==> src/rtl/logic_gate_sweep_if.sv <==
// Bus between the sweep sequencer and the 3-input logic gate under test.
//   port_a/b/c : gate inputs, driven by the sequencer (a = vec[2], c = vec[0])
//   rslt_e..h  : gate outputs, sampled by the sequencer
// master = sequencer side, slave = gate side.
interface logic_gate_sweep_if;
    logic port_a;
    logic port_b;
    logic port_c;
    logic rslt_e;
    logic rslt_f;
    logic rslt_g;
    logic rslt_h;

    modport master (
        output port_a, port_b, port_c,
        input  rslt_e, rslt_f, rslt_g, rslt_h
    );

    modport slave (
        input  port_a, port_b, port_c,
        output rslt_e, rslt_f, rslt_g, rslt_h
    );
endinterface

==> src/rtl/logic_gate_sweep.sv <==
// Exhaustive sweep sequencer for a 3-input logic gate.
// Drives all 8 input vectors in order, holds each for DWELL_CYC settle cycles plus one
// capture cycle, records the gate outputs into per-output truth tables and compares a
// completed pass against the EXP_* tables.
// Ports:
//   sys_clk, sys_rst_n : clock, synchronous active-low reset
//   start, stop        : begin a pass (ignored while busy) / abort pass or leave loop mode
//   loop_en            : restart at vector 0 after each completed pass
//   gate               : gate bus (port_a/b/c out, rslt_e..h in)
//   busy               : pass in progress
//   sample_vld/idx/dat : 1-cycle pulse per captured vector, its index and {e,f,g,h}
//   done               : 1-cycle pulse at the end of a full pass
//   tt_e..tt_h         : captured truth tables, bit i = result for vector i
//   tt_valid           : tables hold one complete pass
//   mismatch           : last completed pass differed from EXP_*; held until next start
module logic_gate_sweep #(
    parameter int unsigned DWELL_CYC = 2,
    parameter logic [7:0]  EXP_E     = 8'h00,
    parameter logic [7:0]  EXP_F     = 8'h00,
    parameter logic [7:0]  EXP_G     = 8'h00,
    parameter logic [7:0]  EXP_H     = 8'h00
) (
    input  logic                      sys_clk,
    input  logic                      sys_rst_n,
    input  logic                      start,
    input  logic                      stop,
    input  logic                      loop_en,
    logic_gate_sweep_if.master        gate,
    output logic                      busy,
    output logic                      sample_vld,
    output logic [2:0]                sample_idx,
    output logic [3:0]                sample_dat,
    output logic                      done,
    output logic [7:0]                tt_e,
    output logic [7:0]                tt_f,
    output logic [7:0]                tt_g,
    output logic [7:0]                tt_h,
    output logic                      tt_valid,
    output logic                      mismatch
);

    localparam int unsigned    CntW    = $clog2(DWELL_CYC + 1);
    localparam logic [CntW-1:0] CntLast = CntW'(DWELL_CYC - 1);

    typedef enum logic [1:0] {StIdle, StSettle, StCapture, StDone} state_e;

    state_e          state_q, state_d;
    logic [2:0]      vec_q, vec_d;
    logic [CntW-1:0] cnt_q, cnt_d;
    logic [7:0]      tt_e_q, tt_e_d, tt_f_q, tt_f_d, tt_g_q, tt_g_d, tt_h_q, tt_h_d;
    logic            tt_valid_q, tt_valid_d;
    logic            mismatch_q, mismatch_d;
    logic            capture;
    logic [2:0]      ports_q;
    logic            busy_q, sample_vld_q, done_q;
    logic [2:0]      sample_idx_q;
    logic [3:0]      sample_dat_q;
    logic [3:0]      rslt;

    assign rslt = {gate.rslt_e, gate.rslt_f, gate.rslt_g, gate.rslt_h};

    always_comb begin
        state_d    = state_q;
        vec_d      = vec_q;
        cnt_d      = cnt_q;
        tt_e_d     = tt_e_q;
        tt_f_d     = tt_f_q;
        tt_g_d     = tt_g_q;
        tt_h_d     = tt_h_q;
        tt_valid_d = tt_valid_q;
        mismatch_d = mismatch_q;
        capture    = 1'b0;

        unique case (state_q)
            StIdle: begin
                if (start && !stop) begin
                    state_d    = StSettle;
                    vec_d      = 3'd0;
                    cnt_d      = '0;
                    tt_valid_d = 1'b0;
                    mismatch_d = 1'b0;
                end
            end
            StSettle: begin
                if (stop) begin
                    state_d = StIdle;
                    vec_d   = 3'd0;
                end else if (cnt_q == CntLast) begin
                    state_d = StCapture;
                end else begin
                    cnt_d = cnt_q + CntW'(1);
                end
            end
            StCapture: begin
                // stop wins over the capture: the aborted vector is not recorded
                if (stop) begin
                    state_d = StIdle;
                    vec_d   = 3'd0;
                end else begin
                    capture         = 1'b1;
                    tt_e_d[vec_q]   = rslt[3];
                    tt_f_d[vec_q]   = rslt[2];
                    tt_g_d[vec_q]   = rslt[1];
                    tt_h_d[vec_q]   = rslt[0];
                    if (vec_q == 3'd7) begin
                        state_d    = StDone;
                        tt_valid_d = 1'b1;
                        // compare against the tables including this last capture
                        mismatch_d = (tt_e_d != EXP_E) || (tt_f_d != EXP_F) ||
                                     (tt_g_d != EXP_G) || (tt_h_d != EXP_H);
                    end else begin
                        state_d = StSettle;
                        vec_d   = vec_q + 3'd1;
                        cnt_d   = '0;
                    end
                end
            end
            StDone: begin
                if (loop_en && !stop) begin
                    state_d    = StSettle;
                    vec_d      = 3'd0;
                    cnt_d      = '0;
                    tt_valid_d = 1'b0;
                end else begin
                    state_d = StIdle;
                    vec_d   = 3'd0;
                end
            end
            default: state_d = StIdle;
        endcase
    end

    always_ff @(posedge sys_clk) begin
        if (!sys_rst_n) begin
            state_q      <= StIdle;
            vec_q        <= 3'd0;
            cnt_q        <= '0;
            tt_e_q       <= 8'h00;
            tt_f_q       <= 8'h00;
            tt_g_q       <= 8'h00;
            tt_h_q       <= 8'h00;
            tt_valid_q   <= 1'b0;
            mismatch_q   <= 1'b0;
            ports_q      <= 3'd0;
            busy_q       <= 1'b0;
            sample_vld_q <= 1'b0;
            sample_idx_q <= 3'd0;
            sample_dat_q <= 4'd0;
            done_q       <= 1'b0;
        end else begin
            state_q      <= state_d;
            vec_q        <= vec_d;
            cnt_q        <= cnt_d;
            tt_e_q       <= tt_e_d;
            tt_f_q       <= tt_f_d;
            tt_g_q       <= tt_g_d;
            tt_h_q       <= tt_h_d;
            tt_valid_q   <= tt_valid_d;
            mismatch_q   <= mismatch_d;
            ports_q      <= (state_d != StIdle) ? vec_d : 3'd0;
            busy_q       <= (state_d != StIdle);
            sample_vld_q <= capture;
            done_q       <= (state_d == StDone);
            if (capture) begin
                sample_idx_q <= vec_q;
                sample_dat_q <= rslt;
            end
        end
    end

    assign gate.port_a = ports_q[2];
    assign gate.port_b = ports_q[1];
    assign gate.port_c = ports_q[0];
    assign busy        = busy_q;
    assign sample_vld  = sample_vld_q;
    assign sample_idx  = sample_idx_q;
    assign sample_dat  = sample_dat_q;
    assign done        = done_q;
    assign tt_e        = tt_e_q;
    assign tt_f        = tt_f_q;
    assign tt_g        = tt_g_q;
    assign tt_h        = tt_h_q;
    assign tt_valid    = tt_valid_q;
    assign mismatch    = mismatch_q;

endmodule

==> src/flat_wrapper.sv <==
// flat-port wrapper written by rule: the top's interface ports become plain ports
module logic_gate_sweep_flat 
#(
    parameter int unsigned DWELL_CYC = 2,
    parameter logic [7:0]  EXP_E     = 8'h00,
    parameter logic [7:0]  EXP_F     = 8'h00,
    parameter logic [7:0]  EXP_G     = 8'h00,
    parameter logic [7:0]  EXP_H     = 8'h00
)
  (sys_clk, sys_rst_n, start, stop, loop_en, busy, sample_vld, sample_idx, sample_dat, done, tt_e, tt_f, tt_g, tt_h, tt_valid, mismatch, gate_port_a, gate_port_b, gate_port_c, gate_rslt_e, gate_rslt_f, gate_rslt_g, gate_rslt_h);
  logic_gate_sweep_if gate_i ();
  input  logic sys_clk;
  input  logic sys_rst_n;
  input  logic start;
  input  logic stop;
  input  logic loop_en;
  output logic busy;
  output logic sample_vld;
  output logic [2:0] sample_idx;
  output logic [3:0] sample_dat;
  output logic done;
  output logic [7:0] tt_e;
  output logic [7:0] tt_f;
  output logic [7:0] tt_g;
  output logic [7:0] tt_h;
  output logic tt_valid;
  output logic mismatch;
  output wire logic [$bits(gate_i.port_a)-1:0] gate_port_a;
  output wire logic [$bits(gate_i.port_b)-1:0] gate_port_b;
  output wire logic [$bits(gate_i.port_c)-1:0] gate_port_c;
  input wire logic [$bits(gate_i.rslt_e)-1:0] gate_rslt_e;
  input wire logic [$bits(gate_i.rslt_f)-1:0] gate_rslt_f;
  input wire logic [$bits(gate_i.rslt_g)-1:0] gate_rslt_g;
  input wire logic [$bits(gate_i.rslt_h)-1:0] gate_rslt_h;
  assign gate_port_a = gate_i.port_a;
  assign gate_port_b = gate_i.port_b;
  assign gate_port_c = gate_i.port_c;
  assign gate_i.rslt_e = gate_rslt_e;
  assign gate_i.rslt_f = gate_rslt_f;
  assign gate_i.rslt_g = gate_rslt_g;
  assign gate_i.rslt_h = gate_rslt_h;
  logic_gate_sweep #(.DWELL_CYC(DWELL_CYC), .EXP_E(EXP_E), .EXP_F(EXP_F), .EXP_G(EXP_G), .EXP_H(EXP_H)) u_core (.sys_clk(sys_clk), .sys_rst_n(sys_rst_n), .start(start), .stop(stop), .loop_en(loop_en), .gate(gate_i), .busy(busy), .sample_vld(sample_vld), .sample_idx(sample_idx), .sample_dat(sample_dat), .done(done), .tt_e(tt_e), .tt_f(tt_f), .tt_g(tt_g), .tt_h(tt_h), .tt_valid(tt_valid), .mismatch(mismatch));
endmodule
==> config.mk <==
export PLATFORM = sky130hd
export DESIGN_NAME = logic_gate_sweep_flat
export DESIGN_NICKNAME = d
export VERILOG_FILES = /design/src/rtl/logic_gate_sweep_if.sv /design/src/rtl/logic_gate_sweep.sv /design/src/flat_wrapper.sv
export SDC_FILE = /design/constraint.sdc
export NUM_CORES = 1
export LEC_CHECK = 0
export CAP_MARGIN = 20
export CORE_ASPECT_RATIO = 0.5
export CORE_UTILIZATION = 55
export CTS_CLUSTER_SIZE = 28
export DETAILED_ROUTE_END_ITERATION = 16
export HOLD_SLACK_MARGIN = 0.03
export PLACE_DENSITY = 0.85
export SKIP_LAST_GASP = 1
export SYNTH_ARGS = -nofsm -noshare
export SYNTH_HDL_FRONTEND = slang
export SYNTH_SLANG_ARGS = --single-unit
==> constraint.sdc <==
create_clock -name sys_clk -period 3.2 [get_ports sys_clk]
set_input_delay 0.48 -clock sys_clk [delete_from_list [all_inputs] [get_ports sys_clk]]
set_output_delay 0.48 -clock sys_clk [all_outputs]
set_load 0.1 [all_outputs]
# == Word-level counts from Yosys, hierarchy flattened ==
# Cells that the tools add are included.
# classes
bitwise_logic,1
mux,35
eq_ne,13
magnitude_cmp,2
reduce_logical,20
add_sub_neg,2
# op_table
operator,n
$bwmux W8,4
$reduce_bool A8 Y1,4
$mux W2,11
$pmux W2 S4,2
$mux W3,4
$pmux W3 S4,1
$mux W1,10
$ne A2 B2 Y1 const B,4
$eq A2 B2 Y1 const B,3
$ne A2 B1 Y1 const B,3
$reduce_and A6 Y1,1
$reduce_and A5 Y1,1
$eq A2 B1 Y1 const B,2
$lt A3 B4 Y1 const B,1
$reduce_and A2 Y1,2
$reduce_and A4 Y1,1
$reduce_bool A2 Y1,2
$add A3 B1 Y3 const B,1
$demux W1 S3,1
$eq A3 B3 Y1 const B,1
$ge A3 B1 Y1 const B,1
$logic_and A1 B1 Y1,3
$logic_or A1 B1 Y1,3
$pmux W1 S3,1
other kinds (6),6
# word_totals
out_inout_bits,47
word_cells,88
in_bits,9
ff_bits,54

# == Logic depth before layout (Yosys ltp) ==
# depth
ltp_word,12
mapped_depth,8
ltp_nobuf,7

# == Worst setup path before layout ==
# OpenSTA, ideal clock, no wires.
# synth_timing
kind,register -> register
start,"register u_core.tt_e_q[5], in the netlist u_core.tt_e[5]"
end,"register u_core.mismatch_q, in the netlist u_core.mismatch"
required_ps,3085
path_buffers,0
synth_period_minus_slack_ps,1904
setup_slack_ps,1296
setup_time_ps,115
stages_incl_launch_ff,7
t_arrival_ps,1789
path_cell_list,dfxtp_1 > nor2b_1 > a2111oi_0 > a21oi_1 > nor3_1 > o2111ai_1 > o21a_1
# synth_via
elab_chain_cells,8
# synth_lines
element,line_no,text
from (decl),logic_gate_sweep.sv:50,"logic [7:0] tt_e_q, tt_e_d, tt_f_q, tt_f_d, tt_g_q, tt_g_d, tt_h_q, tt_h_d;"
from (signal assigned),logic_gate_sweep.sv:154,tt_e_q <= tt_e_d;
$bwmux W8,logic_gate_sweep.sv:101,tt_e_d[vec_q] = rslt[3];
$reduce_bool A8 Y1,logic_gate_sweep.sv:109,mismatch_d = (tt_e_d != EXP_E) || (tt_f_d != EXP_F) ||
$logic_or A1 B1 Y1 (2 in series),logic_gate_sweep.sv:109,
$logic_or A1 B1 Y1,logic_gate_sweep.sv:110,(tt_g_d != EXP_G) || (tt_h_d != EXP_H);
$mux W1,logic_gate_sweep.sv:105,if (vec_q == 3'd7) begin
$mux W1,logic_gate_sweep.sv:96,if (stop) begin
$pmux W1 S2,logic_gate_sweep.sv:74,unique case (state_q)
to (signal assigned),logic_gate_sweep.sv:159,mismatch_q <= mismatch_d;
to (decl),logic_gate_sweep.sv:52,"logic mismatch_q, mismatch_d;"
# Every way passes these cells. The select of a mux whose other input is x is not followed.
# A chain may end at the register's enable or synchronous reset.

# == Worst setup path in the final report ==
# layout_timing
start,input port stop
end,"register u_core.tt_g_q[1], in the netlist u_core.tt_g[1]"
# layout_via
elab_chain_cells,2
# layout_lines
element,line_no,text
from (decl),flat_wrapper.sv:15,input logic stop;
$not A1 Y1 (no line),-,
$reduce_and A2 Y1 (no line),-,
to (signal assigned),logic_gate_sweep.sv:156,tt_g_q <= tt_g_d;
to (decl),logic_gate_sweep.sv:50,
# Every way passes these cells.

==> results.md <==
* Largest net degree at the start of global routing at 38
* Layout area overhead at 22.24%
* Commonest non-fill, non-tap cell in the layout: dfxtp_1
* DRC at 0
* Starting Density at 0.5943
* P_leak at roughly 1.3 nW
* DRT Pass-1 Iters at 5
* Post-layout net count at around 390
* DR iter-0 viols at 245
* PostCTS Resize Cnt at 0
* R2R Path End: u_core.mismatch
* First-pass GRT wire length at approximately 11 mm
* Postcts setup bufs at 0
* Global route overflow at 0
* Ys Warns at 0
* CP endpoint kind: flop
* Htree depth at 2
* Worst hold path depth at 2
* Period utilization at 0.7233
* Cell depth of the worst flop-to-flop path at 6
* Post-synth EDFFs at 0
* Antenna violations before repair at 0
* Synthesized flop and latch total at 54
* RSZ-0062 raised after global routing: no
* Max Cap Violations at 0
* Reg-to-reg startpoint: u_core.vec_q[2]
* ANT nets after route at 0
* Worst Hold Launch: u_core.cnt_q[1]
* Max frequency at 432.0 MHz
* Ratio of cells with drive above 1 in the final layout at 0.1432
* Number of diodes at 0
* Sequential element share of the synthesized area at 0.3978
* Crit path kind: in -> reg
* Placed cell count at between 400 and 500
* Worst-Margin Slew at slightly below 1 ns
* TritonCTS clock tree: built
* Tmin final at approximately 2.3 ns
* Synth unique cells at between 40 and 50
* Vias after detailed routing at 2581
* Gpl congestion at roughly 0.96
* CP Data Required Time at between 3 and 4 ns
* Root Buffer: clkbuf_8
* DP HPWL at 5.058 mm
* Run status: completed
* Final Skew at between 0.01 and 0.015 ns
* Clock slew at reported path FFs at approximately 0.10 ns
* # IOs at 56
* Tot Pwr at between 1 and 1.5 mW
* Pre-CTS WS at 0.5991 ns
* Peak supply drop at approximately 0.23 mV
* DIE HEIGHT at between 50 and 60 um
* Power per cell area at about 350 nW/um2
* Synth Instances at 328
* Vias per cell at 5.826
* Skew-Pair Late Insertion Delay at 0.32 ns
* Setup WS post-layout at slightly below 0.9 ns
* Final Setup Violations at 0
* Final non-filler cell total at around 440
* Max transition margin at 0.3370
* Port buffer count at between 50 and 60
* Detailed Route WL at 7.029 mm
* Syn nets at about 340
* Max FO, Critical Path at 11
* Max clock buf depth at 2
* Total GRT Usage at 0.2884
* Setup TNS at 0 ns
* Syn Std Cell Area at about 2700 um2
* Hold_buf cts at 0
* Die width at slightly above 100 um
* Async SR Flop Fraction at 0
* Most frequent cells in the layout: dfxtp_1 (54), buf_4 (40), nand2_1 (35)
* Site row count at 17
* Vias in the first global route at about 2.3k
* Type of the worst min-delay path: reg -> reg
* Routed length per instance at between 15 and 20 um
* Crit path DAT at ~2.5 ns
* Worst Hold Path EP: u_core.cnt_q[1]
* Worst Setup Start Kind: primary input
* Flop2flop setup slack at 0.91 ns
* Total CTS buffers at 5
* Synth Flop Type: dfxtp_1
* Core area at around 4600 um2
* Total of fill cells in the finished design at between 300 and 400
* Clock sink total at 54
* Slew Viols, Final at 0
* Final hold viol count at 0
* Die area at ~5200 um2
* Post-synthesis area per instance at roughly 8.3 um2
[critical path, cell delays in order]
cell and delay, ns:
clkdlybuf4s50_1 0.60, nor2_1 0.26, nand2_1 0.17, nor2_1 0.37, nand3b_1 0.33, mux2i_1 0.25
nor2b_1 0.06
[power breakdown]
group	internal [mW]	total [mW]	switching (mW)
clock	0.175	0.406	0.231
sequential	0.673	0.676	0.00264
combinational	0.0284	0.0681	0.0397
total	0.876	1.15	0.274
[metal layers]
layer | track usage | part of all wire | up-vias | routed length, um
li1 | - | - | 1251 | -
met3 | 0.05645 | 0.086 | 15 | 603
met1 | 0.3865 | 0.46 | 1190 | 3215
met2 | 0.4671 | 0.44 | 125 | 3105
met5 | 0 | 0 | - | 0
met4 | 0.1039 | 0.015 | 0 | 105
[through the flow]
stage / utilization / hold slack [ns] / cell area [um2]
6_report: 0.7264 / 0.4552 / 3322
5_1_grt: 0.7264 / 0.4937 / 3322
4_1_cts: 0.7264 / 0.4571 / 3322
3_5_place_dp: 0.7056 / 0.4452 / 3227
3_3_place_gp: 0.7056 / 0.4389 / 3227
2_1_floorplan: - / 0.4307 / 2718
[worst max-delay path by stage]
stage                      endpoint                 start  depth (start not counted)  slack [ns]
finish               u_core.tt_g[1]                  stop                          7        0.89
global placement     u_core.tt_e[1]                  stop                          7        0.74
CTS                   sample_dat[1]  u_core.sample_dat[1]                          1        0.90
detailed placement   u_core.tt_g[1]                  stop                          7        0.60
global route        u_core.mismatch       u_core.vec_q[2]                          6        0.70
floorplan           u_core.mismatch        u_core.tt_e[5]                          6        1.30
[cells in the mapped netlist, types with 2 or more instances]
| cell type | n | area (um2) |
|---|---|---|
| dfxtp_1 | 54 | 1081 |
| nand2_1 | 35 | 131.4 |
| nor2_1 | 31 | 116.4 |
| nor2b_1 | 31 | 193.9 |
| mux2i_1 | 22 | 220.2 |
| a21oi_1 | 17 | 85.08 |
| a21boi_0 | 15 | 112.6 |
| clkbuf_1 | 14 | 52.55 |
| nand3_1 | 9 | 45.04 |
| o21ai_0 | 9 | 45.04 |
| a31oi_1 | 8 | 50.05 |
| inv_1 | 8 | 30.03 |
| nor3_1 | 7 | 35.03 |
| buf_2 | 5 | 25.02 |
| nand2b_1 | 4 | 25.02 |
| o22ai_1 | 4 | 25.02 |
| o32a_1 | 4 | 40.04 |
| or3_1 | 4 | 25.02 |
| and2_1 | 3 | 18.77 |
| a2111oi_0 | 2 | 17.52 |
| a211oi_1 | 2 | 15.01 |
| a21boi_1 | 2 | 15.01 |
| a22oi_1 | 2 | 15.01 |
| a311oi_1 | 2 | 17.52 |
| a32oi_1 | 2 | 17.52 |
| and3_1 | 2 | 12.51 |
| buf_4 | 2 | 15.01 |
| ha_1 | 2 | 25.02 |
| nand3b_1 | 2 | 15.01 |
| nand4_1 | 2 | 12.51 |
| nor3_2 | 2 | 20.02 |
| nor4_1 | 2 | 12.51 |
| o2111ai_1 | 2 | 17.52 |
| o32ai_1 | 2 | 17.52 |
[kinds of logic (layout without fill, tap and decap cells)]
group	after synthesis	after routing	share of synthesized area
AND/OR/NAND/NOR	138	138	0.2555
AO/OA/AOI/OAI	80	80	0.2026
flip-flops	54	54	0.3978
buffers and inverters	31	80	0.05064
multiplexers	22	22	0.08103
adder cells (fa/ha/maj)	2	2	0.009207
XOR/XNOR	1	1	0.003223
[state kept, by name, indices dropped and copies added, names as in the netlist, 2 cells and up]
signal and count:
u_core.sample_idx 3, u_core.cnt_q 2, u_core.sample_dat 4, u_core.tt_h 8
u_core.ports_q 3, u_core.state_q 2, u_core.vec_q 3, u_core.tt_f 8
u_core.tt_e 8, u_core.tt_g 8
[final cells by class]
class,count,area [um2],share of cell area
Clock inverter,2,12.51,0.003766
Inverter,9,33.78,0.01017
Clock buffer,6,82.58,0.02486
Multi-Input combinational cell,243,1499,0.4512
Timing Repair Buffer,63,530.5,0.1597
Sequential cell,54,1081,0.3254
Tap cell,66,82.58,0.02486
Note: power is estimated with default switching activity, not from simulation.
